`config.mk`:
```
export PLATFORM = sky130hd
export DESIGN_NAME = rocket_ctrl_fsm_flat
export DESIGN_NICKNAME = d
export VERILOG_FILES = /design/src/rtl/rocket_ctrl_if.sv /design/src/rtl/rocket_ctrl_fsm.sv /design/src/flat_wrapper.sv
export SDC_FILE = /design/constraint.sdc
export NUM_CORES = 1
export LEC_CHECK = 0
export CELL_PAD_IN_SITES_DETAIL_PLACEMENT = 1
export CELL_PAD_IN_SITES_GLOBAL_PLACEMENT = 2
export CORE_ASPECT_RATIO = 1.2
export CORE_MARGIN = 4
export CORE_UTILIZATION = 30
export DETAILED_ROUTE_END_ITERATION = 16
export PLACE_DENSITY_LB_ADDON = 0.1
export SLEW_MARGIN = 10
export SYNTH_ARGS = -nofsm -noshare
export SYNTH_HDL_FRONTEND = slang
export SYNTH_SLANG_ARGS = --single-unit
```
`constraint.sdc`:
```
create_clock -name clk -period 6.6 [get_ports clk]
set_clock_uncertainty 0.2 [all_clocks]
set_input_delay 1.32 -clock clk [delete_from_list [all_inputs] [get_ports clk]]
set_output_delay 1.32 -clock clk [all_outputs]
set_load 0.1 [all_outputs]
```
`src/rtl/rocket_ctrl_if.sv`:
```
// rocket_ctrl_if: bundle between the rocket controller and the key/VGA side.
//   master : the controller. It takes the keys, frame_tick and the done/ack strobes,
//            and drives the draw requests, fire_req, rocket_x, idle and state_dbg.
//   slave  : the key/datapath side. It drives the inputs and observes the requests.
interface rocket_ctrl_if #(
    parameter int X_W = 8
);
    logic           start;
    logic           cmd_left;
    logic           cmd_right;
    logic           cmd_fire;
    logic           frame_tick;
    logic           clear_done;
    logic           draw_done;
    logic           fire_ack;
    logic           clear_en;
    logic           draw_en;
    logic           erase_en;
    logic           base_en;
    logic           fire_req;
    logic [X_W-1:0] rocket_x;
    logic           idle;
    logic [3:0]     state_dbg;

    modport master (
        input  start, cmd_left, cmd_right, cmd_fire, frame_tick,
               clear_done, draw_done, fire_ack,
        output clear_en, draw_en, erase_en, base_en, fire_req,
               rocket_x, idle, state_dbg
    );

    modport slave (
        output start, cmd_left, cmd_right, cmd_fire, frame_tick,
               clear_done, draw_done, fire_ack,
        input  clear_en, draw_en, erase_en, base_en, fire_req,
               rocket_x, idle, state_dbg
    );
endinterface

```
`src/rtl/rocket_ctrl_fsm.sv`:
```
// rocket_ctrl_fsm: player rocket controller.
// The game runs title -> screen clear -> homebase draw -> command loop.
// The block owns the rocket x register. Moves are frame-paced and saturate
// at X_MIN/X_MAX. Each move runs an erase/redraw handshake with the VGA datapath.
// Only one fire request is outstanding at a time.
// Ports:
//   clk    : system clock
//   resetn : synchronous active-low reset
//   bus    : rocket_ctrl_if master (keys, strobes, draw requests, fire, rocket_x, debug)
module rocket_ctrl_fsm #(
    parameter int X_W     = 8,
    parameter int X_MIN   = 0,
    parameter int X_MAX   = 152,
    parameter int X_START = 76,
    parameter int STEP    = 4
) (
    input  logic          clk,
    input  logic          resetn,
    rocket_ctrl_if.master bus
);
    typedef enum logic [3:0] {
        TITLE      = 4'd0,
        TITLE_WAIT = 4'd1,
        CLEAR      = 4'd2,
        BASE       = 4'd3,
        DRAW       = 4'd4,
        COMMAND    = 4'd5,
        ERASE      = 4'd6,
        UPDATE     = 4'd7
    } state_t;

    // The limits are widened by one bit so that x+STEP and x-STEP cannot wrap.
    localparam logic [X_W:0] XMIN_E = (X_W+1)'(X_MIN);
    localparam logic [X_W:0] XMAX_E = (X_W+1)'(X_MAX);
    localparam logic [X_W:0] STEP_E = (X_W+1)'(STEP);

    state_t         state;
    logic [X_W-1:0] x;
    logic           fire_q;
    logic           fire_req;
    logic           dir_right;

    logic [X_W:0]   x_ext, left_tgt, right_tgt, tgt;
    logic           sel_right, one_key, fire_edge, fire_win, clear_entry;

    always_comb begin
        x_ext     = {1'b0, x};
        left_tgt  = (x_ext < XMIN_E + STEP_E) ? XMIN_E : x_ext - STEP_E;
        right_tgt = (x_ext > XMAX_E - STEP_E) ? XMAX_E : x_ext + STEP_E;
        // In COMMAND the live key selects the direction. After that, the
        // direction latched at the COMMAND->ERASE transition is used.
        sel_right = (state == COMMAND) ? bus.cmd_right : dir_right;
        tgt       = sel_right ? right_tgt : left_tgt;
        one_key   = bus.cmd_left ^ bus.cmd_right;
        fire_edge = bus.cmd_fire & ~fire_q;
        fire_win  = (state == DRAW) || (state == COMMAND) ||
                    (state == ERASE) || (state == UPDATE);
        clear_entry = (state == TITLE_WAIT) && !bus.start;
    end

    always_ff @(posedge clk) begin
        if (!resetn) begin
            state     <= TITLE;
            x         <= X_W'(X_START);
            fire_q    <= 1'b0;
            fire_req  <= 1'b0;
            dir_right <= 1'b0;
        end else begin
            fire_q <= bus.cmd_fire;
            case (state)
                TITLE:      if (bus.start) state <= TITLE_WAIT;
                TITLE_WAIT: if (!bus.start) begin
                                state <= CLEAR;
                                x     <= X_W'(X_START);
                            end
                CLEAR:      if (bus.clear_done) state <= BASE;
                BASE:       if (bus.draw_done) state <= DRAW;
                DRAW:       if (bus.draw_done) state <= COMMAND;
                COMMAND:    if (bus.frame_tick && one_key && tgt != x_ext) begin
                                state     <= ERASE;
                                dir_right <= bus.cmd_right;
                            end
                ERASE:      if (bus.draw_done) state <= UPDATE;
                UPDATE:     begin
                                x     <= tgt[X_W-1:0];
                                state <= DRAW;
                            end
                default:    state <= TITLE;
            endcase
            // The ack takes priority over a new edge in the same cycle, so
            // that edge is lost.
            if (clear_entry || bus.fire_ack)
                fire_req <= 1'b0;
            else if (fire_edge && fire_win)
                fire_req <= 1'b1;
        end
    end

    assign bus.clear_en  = (state == CLEAR);
    assign bus.base_en   = (state == BASE);
    assign bus.draw_en   = (state == DRAW);
    assign bus.erase_en  = (state == ERASE);
    assign bus.idle      = (state == TITLE) || (state == TITLE_WAIT);
    assign bus.fire_req  = fire_req;
    assign bus.rocket_x  = x;
    assign bus.state_dbg = state;
endmodule

```
`src/flat_wrapper.sv`:
```
// flat-port wrapper written by rule: the top's interface ports become plain ports
module rocket_ctrl_fsm_flat 
#(
    parameter int X_W     = 8,
    parameter int X_MIN   = 0,
    parameter int X_MAX   = 152,
    parameter int X_START = 76,
    parameter int STEP    = 4
)
  (clk, resetn, bus_start, bus_cmd_left, bus_cmd_right, bus_cmd_fire, bus_frame_tick, bus_clear_done, bus_draw_done, bus_fire_ack, bus_clear_en, bus_draw_en, bus_erase_en, bus_base_en, bus_fire_req, bus_rocket_x, bus_idle, bus_state_dbg);
  rocket_ctrl_if #(.X_W(X_W)) bus_i ();
  input  logic clk;
  input  logic resetn;
  input wire logic [$bits(bus_i.start)-1:0] bus_start;
  input wire logic [$bits(bus_i.cmd_left)-1:0] bus_cmd_left;
  input wire logic [$bits(bus_i.cmd_right)-1:0] bus_cmd_right;
  input wire logic [$bits(bus_i.cmd_fire)-1:0] bus_cmd_fire;
  input wire logic [$bits(bus_i.frame_tick)-1:0] bus_frame_tick;
  input wire logic [$bits(bus_i.clear_done)-1:0] bus_clear_done;
  input wire logic [$bits(bus_i.draw_done)-1:0] bus_draw_done;
  input wire logic [$bits(bus_i.fire_ack)-1:0] bus_fire_ack;
  output wire logic [$bits(bus_i.clear_en)-1:0] bus_clear_en;
  output wire logic [$bits(bus_i.draw_en)-1:0] bus_draw_en;
  output wire logic [$bits(bus_i.erase_en)-1:0] bus_erase_en;
  output wire logic [$bits(bus_i.base_en)-1:0] bus_base_en;
  output wire logic [$bits(bus_i.fire_req)-1:0] bus_fire_req;
  output wire logic [$bits(bus_i.rocket_x)-1:0] bus_rocket_x;
  output wire logic [$bits(bus_i.idle)-1:0] bus_idle;
  output wire logic [$bits(bus_i.state_dbg)-1:0] bus_state_dbg;
  assign bus_i.start = bus_start;
  assign bus_i.cmd_left = bus_cmd_left;
  assign bus_i.cmd_right = bus_cmd_right;
  assign bus_i.cmd_fire = bus_cmd_fire;
  assign bus_i.frame_tick = bus_frame_tick;
  assign bus_i.clear_done = bus_clear_done;
  assign bus_i.draw_done = bus_draw_done;
  assign bus_i.fire_ack = bus_fire_ack;
  assign bus_clear_en = bus_i.clear_en;
  assign bus_draw_en = bus_i.draw_en;
  assign bus_erase_en = bus_i.erase_en;
  assign bus_base_en = bus_i.base_en;
  assign bus_fire_req = bus_i.fire_req;
  assign bus_rocket_x = bus_i.rocket_x;
  assign bus_idle = bus_i.idle;
  assign bus_state_dbg = bus_i.state_dbg;
  rocket_ctrl_fsm #(.X_W(X_W), .X_MIN(X_MIN), .X_MAX(X_MAX), .X_START(X_START), .STEP(STEP)) u_core (.clk(clk), .resetn(resetn), .bus(bus_i));
endmodule
```
==> impl_metrics.prom, run 1 <==
# TYPE chip_impl_metric gauge
chip_impl_metric{name="synthMuxAreaShare",unit="%"} 2.245
chip_impl_metric{name="min_period",unit="ps"} 4062
chip_impl_metric{name="design_area",unit="µm²"} 1599
chip_impl_metric{name="layout.cells.non_filler",unit=""} 246
chip_impl_metric{name="cts_buffer_depth",unit=""} 2
chip_impl_metric{name="fmax",unit="MHz"} 246.2
chip_impl_info{name="grt_setup_unrepaired",value="no"} 1
chip_impl_metric{name="place.detailed.instances",unit=""} 243
chip_impl_metric{name="grt.total_usage",unit="%"} 17.03
chip_impl_metric{name="drt_drc_violations_left",unit=""} 0
chip_impl_metric{name="number_of_antenna_violations_at_the_first_check_in_global_routing",unit=""} 0
chip_impl_info{name="tritoncts_clock_tree",value="yes"} 1
chip_impl_metric{name="pwr_density_cell",unit="nW/µm²"} 271.9
chip_impl_metric{name="worst_skew_pair.late_latency",unit="ps"} 250
chip_impl_info{name="class_of_the_tightest_hold_or_removal_check",value="reg2reg"} 1
chip_impl_metric{name="io-pin-count",unit=""} 28
chip_impl_metric{name="synth_adder_area_share",unit="%"} 7.484
chip_impl_metric{name="cts_setup_buffers",unit=""} 0
chip_impl_metric{name="core.rowCount",unit=""} 26
chip_impl_metric{name="largest_net_degree_at_the_start_of_global_routing",unit=""} 20
chip_impl_metric{name="slew_violations",unit=""} 0
chip_impl_info{name="synthTopCellsByCount",value="sky130_fd_sc_hd__nand2_1 (19), sky130_fd_sc_hd__dfxtp_1 (14), sky130_fd_sc_hd__a21oi_1 (12), sky130_fd_sc_hd__nor2_1 (12), sky130_fd_sc_hd__inv_1 (10)"} 1
chip_impl_metric{name="slew_headroom",unit="%"} 33.94
chip_impl_metric{name="core_area",unit="µm²"} 4294
chip_impl_metric{name="synth-compound-area-share",unit="%"} 27.13
chip_impl_metric{name="layout_cells_sized_above_1",unit="%"} 7.895
chip_impl_metric{name="post_synth_xor_area_fraction",unit="%"} 1.310
chip_impl_metric{name="htree_depth",unit=""} 1
chip_impl_info{name="nature_of_the_critical_path_startpoint",value="register"} 1
chip_impl_info{name="most_instantiated_library_cell_after_synthesis",value="sky130_fd_sc_hd__nand2_1"} 1
chip_impl_info{name="status",value="completed"} 1
chip_impl_info{name="path_common_cell",value="sky130_fd_sc_hd__nor2_1"} 1
chip_impl_metric{name="dieArea",unit="µm²"} 5595
chip_impl_metric{name="grt.overflow.total",unit=""} 0
chip_impl_metric{name="power.static_leakage",unit="nW"} 0.5724
chip_impl_metric{name="number_of_global_route_vias_before_repair",unit=""} 1453
chip_impl_info{name="synth.largest_area_cell",value="sky130_fd_sc_hd__dfxtp_1"} 1
chip_impl_metric{name="num-nets-final",unit=""} 210
chip_impl_metric{name="worst-slew-pin-transition",unit="ps"} 987.8
chip_impl_metric{name="critPathArrivalTime",unit="ps"} 2540
chip_impl_metric{name="syn_area_per_cell",unit="µm²"} 7.776
chip_impl_metric{name="die_x",unit="µm"} 68.96
chip_impl_metric{name="timing_hold_violations_final",unit=""} 0
chip_impl_metric{name="fp.dieH",unit="µm"} 81.15
chip_impl_metric{name="netlist_area",unit="µm²"} 1338
chip_impl_metric{name="detail_route.wirelength",unit="µm"} 4240
chip_impl_metric{name="timing.critical_path.required",unit="ps"} 5080
chip_impl_metric{name="simple_gate_share_of_the_synthesized_area",unit="%"} 29.56
chip_impl_info{name="timing.critical_path.slowest_stage_cell",value="sky130_fd_sc_hd__clkdlybuf4s50_1"} 1
chip_impl_metric{name="cts_hold_repair.buffers",unit=""} 0
chip_impl_metric{name="synthArstFlopShare",unit="%"} 0
chip_impl_info{name="worst_setup_path_end_kind",value="primary output"} 1
chip_impl_metric{name="layout_area_growth_over_synthesis",unit="%"} 19.55
chip_impl_metric{name="initial_cell_density_of_the_core",unit="%"} 31.15
chip_impl_metric{name="vias",unit=""} 1362
chip_impl_metric{name="number_of_cts_inserted_buffers",unit=""} 3
chip_impl_metric{name="routedWlPerCell",unit="µm"} 17.24
chip_impl_metric{name="synth.yosys.seq_area_share",unit="%"} 20.95
chip_impl_metric{name="setup_viols_final",unit=""} 0
chip_impl_info{name="cts_root_buffer",value="sky130_fd_sc_hd__clkbuf_8"} 1
chip_impl_metric{name="port_buffers",unit=""} 26
chip_impl_metric{name="timing.reg2reg.setup_slack",unit="ps"} 3740
chip_impl_info{name="synthTopCellsByArea",value="sky130_fd_sc_hd__dfxtp_1 (21%), sky130_fd_sc_hd__ha_1 (7.5%), sky130_fd_sc_hd__nand2_1 (5.3%)"} 1
chip_impl_metric{name="synth_top_area_share",unit="%"} 20.95
chip_impl_metric{name="final.period_utilization",unit="%"} 61.54
chip_impl_metric{name="total_of_max_cap_violations",unit=""} 0
chip_impl_metric{name="synth-edff-count",unit=""} 0
chip_impl_metric{name="dp.final_hpwl",unit="µm"} 3177
chip_impl_metric{name="setup_tns",unit="ps"} 0
chip_impl_metric{name="first_pass_grt_wire_length",unit="µm"} 7307
chip_impl_metric{name="viasPerCell",unit=""} 5.537
chip_impl_metric{name="irDropWorstVdd",unit="mV"} 0.2311
chip_impl_info{name="regToRegEndpoint",value="u_core.bus.state_dbg[0]$_SDFFE_PN0P_"} 1
chip_impl_metric{name="worst-r2r-cell-count",unit=""} 8
chip_impl_info{name="worstSetupPathType",value="reg2out"} 1
chip_impl_metric{name="drt_first_iter_violations",unit=""} 74
chip_impl_metric{name="clk_transition_reported_paths",unit="ps"} 70
chip_impl_metric{name="place.gp.congestion",unit=""} 0.8693
chip_impl_metric{name="ys_types",unit=""} 56
chip_impl_info{name="chain_of_cells_forming_the_critical_path",value="ha_1 > nor2_1 > nor2_1 > clkdlybuf4s50_1"} 1
chip_impl_metric{name="mappedNetlistNets",unit=""} 190
chip_impl_info{name="reg2reg_from",value="u_core.bus.state_dbg[1]$_SDFFE_PN0P_"} 1
chip_impl_metric{name="postPlaceCellArea",unit="µm²"} 1558
chip_impl_metric{name="yosys_warnings",unit=""} 0
chip_impl_metric{name="detail-route-antenna-nets",unit=""} 0
chip_impl_metric{name="cp_slowest_stage_delay",unit="ps"} 1150
chip_impl_metric{name="ys_ff_latch",unit=""} 14
chip_impl_metric{name="clock_sink_count",unit=""} 14
chip_impl_metric{name="synth_instances",unit=""} 172
chip_impl_info{name="worst_setup_path_endpoint",value="bus_idle"} 1
chip_impl_metric{name="critical_path_peak_fanout",unit=""} 13
chip_impl_metric{name="cts_repair_resize_count",unit=""} 0
chip_impl_info{name="synth_top_family_by_area",value="simple AND/OR/NAND/NOR gates"} 1
chip_impl_info{name="worstSetupStartpoint",value="u_core.bus.state_dbg[0]$_SDFFE_PN0P_"} 1
chip_impl_metric{name="first_pass_iters",unit=""} 4
chip_impl_info{name="ys.flop_type",value="sky130_fd_sc_hd__dfxtp_1"} 1
chip_impl_metric{name="diode_count",unit=""} 0
==> routing by layer <==
metal / track usage, % / wire length [µm]
met5: 0 / 0
met4: 6.823 / 87
met3: 2.490 / 129
met2: 30.73 / 2212
met1: 19.55 / 1811
==> sequential cells by signal, indices dropped and copies added (netlist names) <==
name,flops
u_core.bus.rocket_x,8
u_core.dir_right,1
u_core.bus.state_dbg,3
u_core.fire_q,1
u_core.bus.fire_req,1
==> critical path, delay by kind of cell, from the launching register on <==
kind / cells / cell delay (ps)
adders and majority gates: 1 / 510
buffers and inverters: 1 / 1150
DFF: 1 / 450
and+or+nand+nor: 2 / 180
==> kinds of logic after synthesis <==
logic type                 Yosys count
adders and majority gates            8
muxes                                3
xor gates and xnor gates             2
DFF                                 14
buffers and inverters               21
and+or+nand+nor                     74
other                                1
AOI/OAI and AO/OA                   49
==> how the worst min path moves through the flow <==
stage	startpoint	endpoint	slack, ps	cells after the start
finish	u_core.dir_right$_SDFFE_PN0P_	u_core.dir_right$_SDFFE_PN0P_	280	2
global route	u_core.dir_right$_SDFFE_PN0P_	u_core.dir_right$_SDFFE_PN0P_	320	2
CTS	u_core.dir_right$_SDFFE_PN0P_	u_core.dir_right$_SDFFE_PN0P_	290	2
detailed placement	u_core.dir_right$_SDFFE_PN0P_	u_core.dir_right$_SDFFE_PN0P_	280	2
global placement	u_core.dir_right$_SDFFE_PN0P_	u_core.dir_right$_SDFFE_PN0P_	250	2
floorplan	u_core.dir_right$_SDFFE_PN0P_	u_core.dir_right$_SDFFE_PN0P_	240	2
==> metrics by stage <==
step / worst slack (ps) / hold WS [ps] / total power [mW] / util [%]
after CTS: 2525 / 293.4 / 0.4382 / 37.24
final: 2538 / 280.9 / 0.4348 / 37.24
after global routing: 2394 / 315.8 / 0.4600 / 37.24
after global placement: 2851 / 248.7 / 0.3590 / 36.28
after detailed placement: 2828 / 284.0 / 0.3604 / 36.28
after floorplan: 2263 / 238.0 / 0.3079 / -
==> placed cells by master (no fill, tap or decap), types with 3 or more instances in the layout <==
master,instances
sky130_fd_sc_hd__clkdlybuf4s50_1,26
sky130_fd_sc_hd__nand2_1,19
sky130_fd_sc_hd__dfxtp_1,14
sky130_fd_sc_hd__nor2_1,12
sky130_fd_sc_hd__a21oi_1,12
sky130_fd_sc_hd__inv_1,10
sky130_fd_sc_hd__ha_1,8
sky130_fd_sc_hd__nor3_1,6
sky130_fd_sc_hd__nand3_1,6
sky130_fd_sc_hd__and2_1,5
sky130_fd_sc_hd__nand2b_1,4
sky130_fd_sc_hd__nor3b_1,4
sky130_fd_sc_hd__o211ai_1,4
sky130_fd_sc_hd__o21ai_0,3
sky130_fd_sc_hd__o21ai_1,3
sky130_fd_sc_hd__a31oi_1,3
sky130_fd_sc_hd__mux2i_1,3
sky130_fd_sc_hd__a21boi_0,3
sky130_fd_sc_hd__nand4_1,3
sky130_fd_sc_hd__clkbuf_8,3
==> cell type report <==
cell class,instances,area [µm²]
clock buffer,3,41.29
fill,542,2695
sequential,14,280.3
tap,56,70.07
multi-input combinational,137,909.6
inverter,10,37.54
timing repair buffer,26,260.3
==> power by group <==
| group | total [mW] | internal, mW | switching (mW) |
|---|---|---|---|
| registers | 0.104 | 0.0914 | 0.0131 |
| clock network | 0.0767 | 0.0406 | 0.0362 |
| logic | 0.254 | 0.0677 | 0.186 |
Note: power is estimated with default switching activity, not from simulation.
==> run 2: changes to the inputs <==
Settings changed: CORE_UTILIZATION 30 to 26.
Clock period 6.6 ns to 3.3 ns, I/O delays scaled along.
==> impl_metrics.prom, run 2 (synthesis results as in run 1) <==
# TYPE chip_impl_metric gauge
chip_impl_info{name="status",value="completed"} 1
chip_impl_metric{name="detail-route-antenna-nets",unit=""} 0
chip_impl_info{name="worst_hold_path.endpoint",value="u_core.dir_right$_SDFFE_PN0P_"} 1
chip_impl_metric{name="power.switching_fraction",unit="%"} 54.28
chip_impl_info{name="regToRegEndpoint",value="u_core.bus.state_dbg[1]$_SDFFE_PN0P_"} 1
chip_impl_metric{name="slew_headroom",unit="%"} 59.12
chip_impl_metric{name="power.static_leakage",unit="nW"} 0.6284
chip_impl_info{name="reg2reg_from",value="u_core.bus.rocket_x[2]$_SDFFE_PN1P_"} 1
chip_impl_metric{name="number_of_cts_inserted_buffers",unit=""} 3
chip_impl_metric{name="timing.reg2reg.setup_slack",unit="ps"} 530
chip_impl_metric{name="routedWlPerCell",unit="µm"} 17.16
chip_impl_metric{name="largest_net_degree_at_the_start_of_global_routing",unit=""} 18
chip_impl_metric{name="irDropWorstVdd",unit="mV"} 0.4229
chip_impl_info{name="holdCritStartpoint",value="u_core.dir_right$_SDFFE_PN0P_"} 1
chip_impl_metric{name="vias",unit=""} 1384
chip_impl_metric{name="dr_wl_met2",unit="µm"} 2346
chip_impl_metric{name="wl_met3",unit="µm"} 163
chip_impl_metric{name="postPlaceCellArea",unit="µm²"} 1573
chip_impl_metric{name="cts_hold_repair.buffers",unit=""} 0
chip_impl_metric{name="grt.overflow.total",unit=""} 0
chip_impl_metric{name="ff_latch_area",unit="µm²"} 280.3
chip_impl_metric{name="num-fill-cells",unit=""} 619
chip_impl_metric{name="p_int",unit="µW"} 398.3
chip_impl_metric{name="place.gp.congestion",unit=""} 0.8398
chip_impl_metric{name="cts_repair_resize_count",unit=""} 0
chip_impl_metric{name="die_x",unit="µm"} 73.48
chip_impl_metric{name="port_buffers",unit=""} 26
chip_impl_info{name="mostFrequentLayoutCells",value="sky130_fd_sc_hd__buf_4 (23), sky130_fd_sc_hd__nand2_1 (19), sky130_fd_sc_hd__dfxtp_1 (14)"} 1
chip_impl_metric{name="grt.total_usage",unit="%"} 14.38
chip_impl_info{name="chain_of_cells_forming_the_critical_path",value="inv_1 > ha_1 > nand2b_1 > o21ai_1 > a41oi_1 > a311oi_2 > a41oi_2 > mux2i_1"} 1
chip_impl_metric{name="final.period_utilization",unit="%"} 84.03
chip_impl_metric{name="core_area",unit="µm²"} 4975
chip_impl_metric{name="initial_cell_density_of_the_core",unit="%"} 26.89
chip_impl_metric{name="setup_tns",unit="ps"} 0
chip_impl_metric{name="p_seq_share",unit="%"} 23.8
chip_impl_metric{name="fmax",unit="MHz"} 360.6
chip_impl_info{name="timing.critical_path.slowest_stage_cell",value="sky130_fd_sc_hd__dfxtp_1"} 1
chip_impl_metric{name="cts_buffer_depth",unit=""} 2
chip_impl_info{name="topRoutingLayerUsed",value="met4"} 1
chip_impl_metric{name="critical_path_peak_fanout",unit=""} 10
chip_impl_metric{name="dp.final_hpwl",unit="µm"} 3423
chip_impl_metric{name="clock_sink_count",unit=""} 14
chip_impl_metric{name="multiInputGateArea",unit="µm²"} 917.1
chip_impl_metric{name="timing.critical_path.buf_inv",unit=""} 1
chip_impl_info{name="worstSetupPathType",value="reg2reg"} 1
chip_impl_info{name="worst_setup_path_end_kind",value="register"} 1
chip_impl_metric{name="p_total",unit="µW"} 871.2
chip_impl_metric{name="timing.critical_path.required",unit="ps"} 3230
chip_impl_metric{name="total_of_max_cap_violations",unit=""} 0
chip_impl_metric{name="cp_slowest_stage_delay",unit="ps"} 550
chip_impl_metric{name="cts_setup_buffers",unit=""} 0
chip_impl_metric{name="drt_drc_violations_left",unit=""} 0
chip_impl_metric{name="io-pin-count",unit=""} 28
chip_impl_metric{name="critPathArrivalTime",unit="ps"} 2700
chip_impl_metric{name="first_pass_iters",unit=""} 4
chip_impl_metric{name="power.combinational.fraction",unit="%"} 59.5
chip_impl_metric{name="number_of_antenna_violations_at_the_first_check_in_global_routing",unit=""} 0
chip_impl_metric{name="dieArea",unit="µm²"} 6361
chip_impl_metric{name="clk_transition_reported_paths",unit="ps"} 60
chip_impl_metric{name="worst-slew-pin-transition",unit="ps"} 611.3
chip_impl_metric{name="route.layer.met1.wl",unit="µm"} 1818
chip_impl_metric{name="first_pass_grt_wire_length",unit="µm"} 7307
chip_impl_info{name="critPathTopFamily",value="compound AO/OA/AOI/OAI gates"} 1
chip_impl_metric{name="drt_first_iter_violations",unit=""} 88
chip_impl_metric{name="timing.hold.worst_path_depth",unit=""} 2
chip_impl_info{name="grt_setup_unrepaired",value="no"} 1
chip_impl_metric{name="number_of_global_route_vias_before_repair",unit=""} 1472
chip_impl_metric{name="worst_skew_pair.late_latency",unit="ps"} 240
chip_impl_metric{name="min_period",unit="ps"} 2773
chip_impl_metric{name="pwr_density_cell",unit="nW/µm²"} 539.7
chip_impl_metric{name="viasPerCell",unit=""} 5.406
chip_impl_metric{name="design_area",unit="µm²"} 1614
chip_impl_metric{name="share_clk_of_total_power",unit="%"} 16.7
chip_impl_metric{name="timing_hold_violations_final",unit=""} 0
chip_impl_info{name="mostFrequentLayoutCell",value="sky130_fd_sc_hd__buf_4"} 1
chip_impl_metric{name="diode_count",unit=""} 0
chip_impl_metric{name="number_of_flip_flops_under_the_largest_register_name",unit=""} 8
chip_impl_metric{name="layout_cells_sized_above_1",unit="%"} 20.92
chip_impl_info{name="class_of_the_tightest_hold_or_removal_check",value="reg2reg"} 1
chip_impl_info{name="nature_of_the_critical_path_startpoint",value="register"} 1
chip_impl_metric{name="htree_depth",unit=""} 1
chip_impl_metric{name="setup_viols_final",unit=""} 0
chip_impl_info{name="cts_root_buffer",value="sky130_fd_sc_hd__clkbuf_8"} 1
chip_impl_metric{name="slew_violations",unit=""} 0
chip_impl_info{name="tritoncts_clock_tree",value="yes"} 1
chip_impl_metric{name="num-nets-final",unit=""} 216
chip_impl_metric{name="core.rowCount",unit=""} 28
chip_impl_metric{name="layout_area_growth_over_synthesis",unit="%"} 20.67
chip_impl_metric{name="worst-r2r-cell-count",unit=""} 8
chip_impl_metric{name="fp.dieH",unit="µm"} 86.57
chip_impl_metric{name="detail_route.wirelength",unit="µm"} 4392
chip_impl_metric{name="post-route-util",unit="%"} 32.44
chip_impl_metric{name="p_sw",unit="µW"} 472.9
[run 2: metal layers]
| layer | global-route usage (%) | vias up |
|---|---|---|
| met5 | 0 | - |
| met3 | 1.856 | 7 |
| met1 | 16.24 | 673 |
| li1 | - | 671 |
| met2 | 26.85 | 33 |
| met4 | 5.107 | 0 |
[run 2: cell type report]
class                           instances  area share [%]
Clock buffer                            3           2.558
Inverter                               10           2.326
Multi-Input combinational cell        137           56.82
Sequential cell                        14           17.36
Tap cell                               60           4.651
Timing Repair Buffer                   32           16.28
[run 2: worst max-delay path by stage]
stage | startpoint | to | slack [ps] | cells past startpoint
global placement | bus_cmd_right | u_core.bus.state_dbg[1]$_SDFFE_PN0P_ | 390 | 7
global route | u_core.bus.rocket_x[2]$_SDFFE_PN1P_ | u_core.bus.state_dbg[1]$_SDFFE_PN0P_ | 390 | 8
detailed placement | bus_cmd_right | u_core.bus.state_dbg[0]$_SDFFE_PN0P_ | 290 | 7
finish | u_core.bus.rocket_x[2]$_SDFFE_PN1P_ | u_core.bus.state_dbg[1]$_SDFFE_PN0P_ | 530 | 8
floorplan | u_core.bus.state_dbg[0]$_SDFFE_PN0P_ | bus_idle | 90 | 4
CTS | bus_cmd_right | u_core.bus.state_dbg[1]$_SDFFE_PN0P_ | 550 | 7
[run 2: metrics by stage]
stage / setup WS, ps / instances / hold slack [ps]
after global placement: 388.5 / 253 / 264.4
after CTS: 548.4 / 256 / 281.4
after global routing: 389.7 / 256 / 299.6
after floorplan: 88.41 / 172 / 238.0
after detailed placement: 285.4 / 253 / 273.5
final: 527.0 / 256 / 272.6
[run 2: worst min-delay path, cell delays in order (launching register included)]
cell                      delay (ps)
sky130_fd_sc_hd__dfxtp_1         320
sky130_fd_sc_hd__nand2_1          60
sky130_fd_sc_hd__mux2i_1          50
[run 2: power groups by stage]
stage | combinational [mW] | clock [mW] | sequential, mW
after floorplan | 0.329 | 0 | 0.293
after global placement | 0.521 | 0 | 0.211
after detailed placement | 0.524 | 0 | 0.211
after CTS | 0.526 | 0.153 | 0.208
after global routing | 0.550 | 0.158 | 0.211
final | 0.518 | 0.146 | 0.207
